===== config.mk =====
export PLATFORM = sky130hd
export DESIGN_NAME = rf_write_arbiter
export DESIGN_NICKNAME = d
export VERILOG_FILES = /design/src/rtl/rf_write_arbiter_pkg.sv /design/src/rtl/rf_write_arbiter_rr_arb2.sv /design/src/rtl/rf_write_arbiter.sv
export SDC_FILE = /design/constraint.sdc
export NUM_CORES = 1
export LEC_CHECK = 0
export ABC_AREA = 1
export CAP_MARGIN = 0
export CORE_MARGIN = 1
export CORE_UTILIZATION = 38
export DETAILED_ROUTE_END_ITERATION = 16
export PLACE_DENSITY = 0.77
export RECOVER_POWER = 100
export REMOVE_ABC_BUFFERS = 1
export SETUP_SLACK_MARGIN = 0.15
export SKIP_LAST_GASP = 1
export SLEW_MARGIN = 20
export SYNTH_ARGS = -nofsm -noshare
export SYNTH_HDL_FRONTEND = slang
export SYNTH_SLANG_ARGS = --single-unit

===== constraint.sdc =====
create_clock -name clk -period 1.7 [get_ports clk]
set_clock_uncertainty 0.05 [all_clocks]
set_input_delay 0.17 -clock clk [delete_from_list [all_inputs] [get_ports clk]]
set_output_delay 0.17 -clock clk [all_outputs]
set_load 0.02 [all_outputs]

===== src/rtl/rf_write_arbiter_pkg.sv =====
// rtl/rf_write_arbiter_pkg.sv - shared types and defaults for the register file write arbiter
//
// Purpose : state and requester encodings plus default widths used by
//           rf_write_arbiter and rr_arb2.
// Ports   : none (package).
package rf_pkg;

  localparam int AW_DEF = 5;
  localparam int DW_DEF = 32;

  // Sweep/arbitrate controller states.
  typedef enum logic [0:0] {
    CLEAR = 1'b0,
    ARB   = 1'b1
  } state_e;

  // Requester identities; also the encoding of the round-robin priority.
  typedef enum logic [0:0] {
    REQ_A = 1'b0,
    REQ_B = 1'b1
  } req_id_e;

endpackage


===== src/rtl/rf_write_arbiter_rr_arb2.sv =====
// rtl/rf_write_arbiter_rr_arb2.sv - two-input round-robin arbiter
//
// Purpose : grants one of two requesters per cycle; on a tie the requester
//           named by the internal priority register wins.
// Ports   : clk     - clock
//           rst     - asynchronous active-low reset
//           req     - request vector, bit 0 = A, bit 1 = B
//           advance - a grant was taken this cycle; update priority
//           gnt     - one-hot (or zero) grant vector, same bit order as req
module rr_arb2
  import rf_pkg::*;
(
  input  logic       clk,
  input  logic       rst,
  input  logic [1:0] req,
  input  logic       advance,
  output logic [1:0] gnt
);

  req_id_e r_pri;

  always_comb begin
    gnt = 2'b00;
    if (req == 2'b11) begin
      gnt = (r_pri == REQ_B) ? 2'b10 : 2'b01;
    end else begin
      gnt = req;
    end
  end

  // Whoever was just granted drops to lowest priority, whether or not
  // there was contention.
  always_ff @(posedge clk or negedge rst) begin
    if (!rst) begin
      r_pri <= REQ_A;
    end else if (advance) begin
      r_pri <= gnt[0] ? REQ_B : REQ_A;
    end
  end

endmodule


===== src/rtl/rf_write_arbiter.sv =====
// rtl/rf_write_arbiter.sv - shares the register file write port between two requesters
//
// Purpose : owns wa/wd/we of the register file. After reset or clr_start it
//           sweeps CLR_VAL into every entry, then arbitrates requesters A
//           (writeback) and B (debug/loader) round-robin, one write per cycle.
// Ports   : clk, rst (async active-low)
//           a_valid/a_addr/a_data/a_ready - requester A write channel
//           b_valid/b_addr/b_data/b_ready - requester B write channel
//           clr_start - one-cycle pulse starting a clear sweep (ignored while sweeping)
//           busy      - clear sweep in progress
//           rf_we/rf_wa/rf_wd - registered register file write port
module rf_write_arbiter
  import rf_pkg::*;
#(
  parameter int              AW      = AW_DEF,
  parameter int              DW      = DW_DEF,
  parameter logic [DW-1:0]   CLR_VAL = '0,
  parameter bit              ZERO_RO = 1'b1
) (
  input  logic          clk,
  input  logic          rst,
  input  logic          a_valid,
  input  logic [AW-1:0] a_addr,
  input  logic [DW-1:0] a_data,
  output logic          a_ready,
  input  logic          b_valid,
  input  logic [AW-1:0] b_addr,
  input  logic [DW-1:0] b_data,
  output logic          b_ready,
  input  logic          clr_start,
  output logic          busy,
  output logic          rf_we,
  output logic [AW-1:0] rf_wa,
  output logic [DW-1:0] rf_wd
);

  state_e        r_state;
  logic [AW-1:0] r_clr_ptr;
  logic          r_we;
  logic [AW-1:0] r_wa;
  logic [DW-1:0] r_wd;

  logic [1:0]    w_req;
  logic [1:0]    w_gnt;
  logic [AW-1:0] w_addr;
  logic [DW-1:0] w_data;
  logic          w_drop;

  // Requests are masked while sweeping and in the cycle clr_start arrives,
  // so a clear always wins over pending writes.
  assign w_req = (r_state == ARB && !clr_start) ? {b_valid, a_valid} : 2'b00;

  rr_arb2 u_rr_arb2 (
    .clk     (clk),
    .rst     (rst),
    .req     (w_req),
    .advance (|w_gnt),
    .gnt     (w_gnt)
  );

  assign a_ready = w_gnt[0];
  assign b_ready = w_gnt[1];
  assign busy    = (r_state == CLEAR);

  assign w_addr = w_gnt[1] ? b_addr : a_addr;
  assign w_data = w_gnt[1] ? b_data : a_data;
  // Address 0 is hard-wired in the register file view: the write is
  // acknowledged to the requester but never reaches the port.
  assign w_drop = ZERO_RO && (w_addr == '0);

  always_ff @(posedge clk or negedge rst) begin
    if (!rst) begin
      r_state   <= CLEAR;
      r_clr_ptr <= '0;
      r_we      <= 1'b0;
      r_wa      <= '0;
      r_wd      <= '0;
    end else if (r_state == CLEAR) begin
      // The sweep writes every entry, address 0 included, whatever ZERO_RO.
      r_we      <= 1'b1;
      r_wa      <= r_clr_ptr;
      r_wd      <= CLR_VAL;
      r_clr_ptr <= r_clr_ptr + {{(AW-1){1'b0}}, 1'b1};
      if (r_clr_ptr == '1) begin
        r_state <= ARB;
      end
    end else if (clr_start) begin
      r_state   <= CLEAR;
      r_clr_ptr <= '0;
      r_we      <= 1'b0;
    end else if ((|w_gnt) && !w_drop) begin
      r_we <= 1'b1;
      r_wa <= w_addr;
      r_wd <= w_data;
    end else begin
      r_we <= 1'b0;
    end
  end

  assign rf_we = r_we;
  assign rf_wa = r_wa;
  assign rf_wd = r_wd;

endmodule


==> summary.txt, run 1 <==
Setup path
  – Critical path's largest stage delay: 460 ps
  – CP startpoint kind: register
  – CP bufs+invs: 4
  – CP most frequent cell: nand2_1
  – Worst r2r path cells: 12
  – Crit Path Category: register to register
  – CP max-delay cell: dfrtp_2
  – Nature of the critical path endpoint: register
  – FF-to-FF Start: r_state
  – Reg-to-Reg End: rf_wa[0]
  – Reg2reg setup slack: -140 ps
  – WP data arrival: 2020 ps
  – Crit Path Max Fanout: 9
  – CP Cell Sequence: inv_6, nor2_8, nand3_4, nand2_1, nand2_1, nand3_2, buf_6, o21bai_4, buf_6, clkbuf_16, nand3_1, nand2_1
  – Delay-heaviest family, CP: simple AND/OR/NAND/NOR gates
  – Worst EP required: 1880 ps

Global route
  – Initial antenna violation count: 0
  – Total Routing Usage GR: 22.21%
  – Pin count of the biggest net entering global routing: 34
  – First-pass GRT wire length: 12,880 um
  – Total global routing overflow: 0
  – Vias in the first global route: 2,707

Synthesis
  – Post-synth EDFFs: 0
  – Synth area leaders: dfrtp_1 (42%), nand2_1 (24%), nand3_2 (12%), nand3_1 (7.8%), buf_6 (2.5%)
  – Synth warn: 0
  – Share of flip-flops with an asynchronous set or reset: 100.0%
  – Synth area leader: dfrtp_1
  – Synthesized area: 2685 sq um
  – Synthesized flop and latch total: 45
  – Post-Synthesis Cells: 354
  – Post-synth cell types: 24
  – Mean Syn Cell Area: 7.585 sq um
  – Seq/Total Area, Yosys: 41.94%
  – Top cell type's share of synthesized area: 41.94%
  – Top_reg_cell synth: dfrtp_1

Power and ir drop
  – Combinational share of power: 43.8%
  – Pwr dens: 819.1 nW/um^2
  – Switching Share: 37.24%
  – Leakage dissipation: 2.181 nW
  – Pint: 2.280 mW
  – Clock network power share: 16.9%
  – Pwr Total: 3.633 mW
  – P_sw: 1.353 mW
  – Max VDD drop: 903.3 uV
  – Sequential group share of total power: 39.3%

Floorplanning
  – Core footprint: 6794 sq um
  – Die width: 86.06 um
  – Initial Util: 39.52%
  – # IOs: 120
  – Row count: 30
  – Die area: 7406 sq um
  – Die Y: 86.06 um

Cells and area
  – Register Area: 1127 sq um
  – Commonest non-fill, non-tap cell in the layout: nand2_1
  – Design Area, Final: 4436 sq um
  – Area grow syn2layout: 65.19%
  – Commonest cells after routing, fill and taps aside: nand2_1 (159), clkdlybuf4s50_1 (114), dfrtp_1 (44)
  – Final design utilization: 65.29%
  – Share of layout cells above drive strength 1: 20.53%
  – Fillers: 597
  – Multi-input gate area: 1409 sq um
  – Ant. Diodes: 0
  – Nets: 574

Job
  – Max Cap Viol: 0

STA
  – Final worst path period need: 1840 ps
  – Worst setup margin: -139.9 ps
  – Max Fclk: 543.5 MHz
  – Tightest Pin Transition: 612.6 ps
  – RSZ-0062 raised after global routing: yes
  – Final Hold Fails: 0
  – Relative slew slack: 59.16%
  – Setup violators final: 38
  – Max Slew Vio Count: 0
  – Tcrit/Tclk final: 108.2%

Placed design
  – Port buffer count: 119
  – Detail Placement HPWL: 5486 um
  – Placed cell area: 4091 sq um
  – Gpl congestion: 0.9000

Routing
  – Residual DRC: 0
  – Initial drt markers: 150
  – Vias per cell: 4.883
  – Avg WL per Cell: 14.44 um
  – Post-Route WL: 8489 um
  – DRT Pass-1 Iters: 4
  – Final ANT Viol Nets: 0
  – Vias: 2,871

CTS
  – CTS Buffer Depth: 2
  – CTS Buf Count: 5
  – Clock slew at reported path FFs: 80 ps
  – Clock Latency Late Sink: 290 ps
  – H-tree depth: 2
  – Clock tree from TritonCTS: built
  – CTS sink count: 45
  – Clk root buf: clkbuf_8

Run status
  – Violated checks: setup timing
  – Outcome: finished with violations

Hold path
  – Hold Crit Class: input pin to asynchronous set/reset pin
## sequential cells by signal, indices dropped and copies added, names as in the netlist
| register | flops |
|---|---|
| rf_wa | 5 |
| rf_we | 1 |
| rf_wd | 32 |
| r_state | 1 |
| u_rr_arb2.r_pri | 1 |
| r_clr_ptr | 5 |
## layout make-up
| type | count | share of cell area, % |
|---|---|---|
| Clock inverter | 1 | 0.1128 |
| Sequential cell | 45 | 25.42 |
| Multi-Input combinational cell | 267 | 31.76 |
| Timing Repair Buffer | 156 | 36.70 |
| Tap cell | 96 | 2.708 |
| Inverter | 18 | 1.749 |
| Clock buffer | 5 | 1.551 |
## worst register-to-register path, cell delays in order, from the launching register on
cell	delay, ps
dfrtp_2	460
inv_6	90
nor2_8	40
nand3_4	140
nand2_1	80
nand2_1	90
nand3_2	90
buf_6	130
o21bai_4	160
buf_6	150
clkbuf_16	150
nand3_1	80
nand2_1	70
## routing by layer
metal	vias up	wire, um	global-route usage [%]
li1	1399	-	-
met1	1361	3655	27.17
met2	102	4359	41.49
met3	9	406	2.984
met4	0	67	4.545
met5	-	0	0
## worst max-delay path by stage
stage,slack (ps),cells past startpoint,to,start
detailed placement,-460,8,a_ready,clr_start
global route,-230,11,rf_wd[14],r_state
global placement,-410,10,rf_wa[3],clr_start
CTS,-80,12,rf_wd[6],r_state
finish,-140,12,rf_wa[0],r_state
floorplan,-1490,9,rf_wd[3],r_state
## metrics by stage
step                worst slack (ps)  hold slack (ps)  cells  setup TNS (ps)
floorplan                      -1493           -175.6    330          -56470
global placement              -408.8            130.1    566          -16050
detailed placement            -455.2            133.3    566          -17430
CTS                           -83.20            350.0    583           -2312
global route                  -234.0            420.7    588           -7970
finish                        -139.9            353.0    588           -3970
## power groups by stage
stage / Clock (mW) / Sequential (mW) / Combinational (mW)
after floorplan: 0 / 1.57 / 0.537
after global placement: 0 / 1.42 / 1.38
after detailed placement: 0 / 1.42 / 1.42
after CTS: 0.634 / 1.41 / 1.50
after global routing: 0.675 / 1.45 / 1.72
final: 0.615 / 1.43 / 1.59
## cell families (layout without fill, tap and decap cells)
family | count (synthesis) | in the layout | synth area share, %
AND/OR/NAND/NOR | 253 | 253 | 46.27
flip-flops | 45 | 45 | 41.94
buffers and inverters | 42 | 180 | 8.387
AO/OA/AOI/OAI | 12 | 12 | 2.470
adder cells (fa/ha/maj) | 2 | 2 | 0.9318
## synth_stat cells (2+ instances only)
master	count
nand2_1	169
dfrtp_1	45
nand3_1	42
nand3_2	31
inv_1	16
o21ai_0	10
clkbuf_1	9
buf_6	6
buf_2	5
buf_4	3
nor2_1	3
ha_1	2
nand4_1	2
## timing repair
action / in CTS / in global routing
hold buffers: 1 / 0
cloned: 1 / 2
pin swaps: 3 / 6
setup buffers: 9 / 3
endpoints found under the hold margin: 22 / 0
setup endpoints to repair: 42 / 42
gates resized for setup: 32 / 19
(Power assumes the default switching activity.)
==> inputs of run 2 (changes only) <==
==> constraint.sdc (replaced) <==
create_clock -name clk -period 1.7 [get_ports clk]
set_clock_uncertainty 0.05 [all_clocks]
set_input_delay 0.34 -clock clk [delete_from_list [all_inputs] [get_ports clk]]
set_output_delay 0.34 -clock clk [all_outputs]
set_load 0.02 [all_outputs]
==> run 2 against run 1 <==
Net effect:
- the run still ends with setup timing left
- combinational power down 6%
- critical path type unchanged
- register-to-register slack worse by 40 ps
- highest routed layer unchanged
- largest power group unchanged
- non-clock buffer count fell by 7
- via count shrank 3.6%
- final cell count shrank 0.68%
- critical endpoint is now rf_wa[1]
==> summary.txt, run 2 (synthesis gave the netlist of run 1 again) <==
Placed design
  – Detail Placement HPWL: 5307 um (was 5486 um)
  – DP Cell Count: 565 (was 566)
  – Placed cell area: 4071 sq um (was 4091 sq um)
  – Port buffer count: 119 (unchanged)
  – Gpl congestion: 0.8848 (was 0.9000)

CTS
  – Clk root buf: clkbuf_8 (unchanged)
  – Clock Latency Late Sink: 290 ps (about the same)
  – Clock slew at reported path FFs: 90 ps (was 80 ps)
  – CTS Buf Count: 5 (unchanged)
  – Clock tree from TritonCTS: built (unchanged)
  – CTS Buffer Depth: 2 (unchanged)
  – CTS sink count: 45 (unchanged)
  – H-tree depth: 2 (unchanged)

STA
  – RSZ-0062 raised after global routing: yes (unchanged)
  – Tightest Pin Transition: 623.6 ps (was 612.6 ps)
  – Final Hold Fails: 0 (unchanged)
  – Tcrit/Tclk final: 110.8% (was 108.2%)
  – Max Fclk: 530.8 MHz (was 543.5 MHz)
  – Worst setup margin: -184.0 ps (was -139.9 ps)
  – Max Slew Vio Count: 0 (unchanged)
  – Relative slew slack: 58.42% (was 59.16%)
  – Setup violators final: 39 (was 38)
  – Final worst path period need: 1884 ps (was 1840 ps)

Setup path
  – CP most frequent cell: buf_12 (was nand2_1)
  – Worst EP required: 1890 ps (was 1880 ps)
  – Reg2reg setup slack: -180 ps (was -140 ps)
  – WP data arrival: 2070 ps (was 2020 ps)
  – Nature of the critical path endpoint: register (unchanged)
  – CP max-delay cell: dfrtp_2 (unchanged)
  – Reg-to-Reg End: rf_wa[1] (was rf_wa[0])
  – CP startpoint kind: register (unchanged)
  – FF-to-FF Start: r_state (unchanged)
  – CP startpoint: r_state (unchanged)
  – Delay-heaviest family, CP: buffers and inverters (was simple AND/OR/NAND/NOR gates)
  – Critical path's largest stage delay: 410 ps (was 460 ps)
  – CP Cell Sequence: buf_12, inv_8, nor2_8, nand3_4, o21ai_4, nand2_2, buf_6, o21bai_4, buf_12, clkbuf_16, nand3_1, nand2_1 (was inv_6, nor2_8, nand3_4, nand2_1, nand2_1, nand3_2, buf_6, o21bai_4, buf_6, clkbuf_16, nand3_1, nand2_1)
  – Worst r2r path cells: 12 (unchanged)
  – Crit Path Category: register to register (unchanged)
  – Crit Path Max Fanout: 9 (unchanged)
  – CP bufs+invs: 5 (was 4)

Global route
  – Grt met2 use: 37.88% (was 41.49%)
  – Vias in the first global route: 2,813 (was 2,707)
  – Initial antenna violation count: 0 (unchanged)
  – Pin count of the biggest net entering global routing: 46 (was 34)
  – Met3 Use GR: 4.620% (was 2.984%)
  – Total global routing overflow: 0 (unchanged)
  – Total Routing Usage GR: 21.76% (was 22.21%)
  – First-pass GRT wire length: 12,780 um (was 12,880 um)
  – Met1 usage: 26.97% (was 27.17%)
  – GRT busiest layer: met2 (unchanged)

Routing
  – Post-Route WL: 7905 um (was 8489 um)
  – DRT Pass-1 Iters: 4 (unchanged)
  – Initial drt markers: 142 (was 150)
  – Avg WL per Cell: 13.54 um (was 14.44 um)
  – Final ANT Viol Nets: 0 (unchanged)
  – Residual DRC: 0 (unchanged)
  – Vias: 2,769 (was 2,871)
  – Vias per cell: 4.741 (was 4.883)

Cells and area
  – Fin cells: 584 (was 588)
  – Design Area, Final: 4338 sq um (was 4436 sq um)
  – Area grow syn2layout: 61.56% (was 65.19%)
  – Nets: 568 (was 574)
  – Max reg flops: 32 (unchanged)
  – Ant. Diodes: 0 (unchanged)
  – Commonest cells after routing, fill and taps aside: nand2_1 (164), clkdlybuf4s50_1 (75), dfrtp_1 (44) (was nand2_1 (159), clkdlybuf4s50_1 (114), dfrtp_1 (44))
  – Share of layout cells above drive strength 1: 18.44% (was 20.53%)
  – Commonest non-fill, non-tap cell in the layout: nand2_1 (unchanged)

Power and ir drop
  – Leakage dissipation: 2.330 nW (was 2.181 nW)
  – Pwr dens: 864.0 nW/um^2 (was 819.1 nW/um^2)
  – Max VDD drop: 727.1 uV (was 903.3 uV)

Floorplanning
  – Initial Util: 39.52% (unchanged)
  – Die Y: 86.06 um (unchanged)
  – Die area: 7406 sq um (unchanged)
  – # IOs: 120 (unchanged)
  – Core footprint: 6794 sq um (unchanged)
  – Row count: 30 (unchanged)
  – Die width: 86.06 um (unchanged)

Hold path
  – HP Start: rf_wd[24]
  – Hold depth: 2
  – Worst hold endpoint: rf_wd[24]
  – Hold Crit Class: register to register (was input pin to asynchronous set/reset pin)

Run status
  – Outcome: finished with violations (unchanged)
  – Violated checks: setup timing (unchanged)

Job
  – Max Cap Viol: 0 (unchanged)
[run 2: stage by stage]
| step | hold WS, ps | setup slack [ps] | TNS, ps | utilization [%] | power [mW] |
|---|---|---|---|---|---|
| 2_1_floorplan | -5.591 | -1493 | -56810 | - | 2.105 |
| 5_1_grt | 482.3 | -254.7 | -8759 | 63.85 | 3.983 |
| 4_1_cts | 453.1 | -154.6 | -4884 | 62.08 | 3.662 |
| 6_report | 449.9 | -184.0 | -5779 | 63.85 | 3.748 |
| 3_5_place_dp | 289.8 | -623.7 | -24070 | 59.93 | 2.837 |
| 3_3_place_gp | 284.8 | -567.3 | -21600 | 59.93 | 2.812 |
[run 2: routing by layer]
layer / vias up / share of wire (%)
met5: - / 0
met4: 0 / 1.4
met1: 1275 / 44
li1: 1386 / -
met3: 11 / 6.4
met2: 97 / 48
[run 2: final cells by class]
class	instances	area [sq um]
clock inverter	1	30.03
fill	601	2456
sequential	45	1127
multi-input combinational	268	1406
timing repair buffer	149	1493
inverter	18	75.07
tap	96	120.1
clock buffer	7	86.33
[run 2: how the worst max path moves through the flow]
stage,end,slack (ps),cells after the start
after floorplan,rf_wd[3],-1490,9
after global placement,b_ready,-570,6
after detailed placement,rf_wd[12],-620,11
after CTS,rf_wd[30],-150,11
after global routing,rf_wd[9],-250,12
final,rf_wa[1],-180,12
[run 2: report_power, final]
group / internal, mW / switching (mW)
Clock: 0.480 / 0.369
Sequential: 1.26 / 0.145
Combinational: 0.669 / 0.821
Total: 2.41 / 1.34
[run 2: repair_timing]
action,CTS,global route
resized for setup,67,15
buffers inserted,3,4
hold endpoints to repair,45,0
hold buffers,1,0
gates cloned,1,2
pin swaps,3,7
endpoints found under the setup margin,80,43
[run 2: tightest hold or removal path, delay by kind of cell (launching register included)]
family	cells	cell delay, ps
simple gates	2	130
flops	1	340
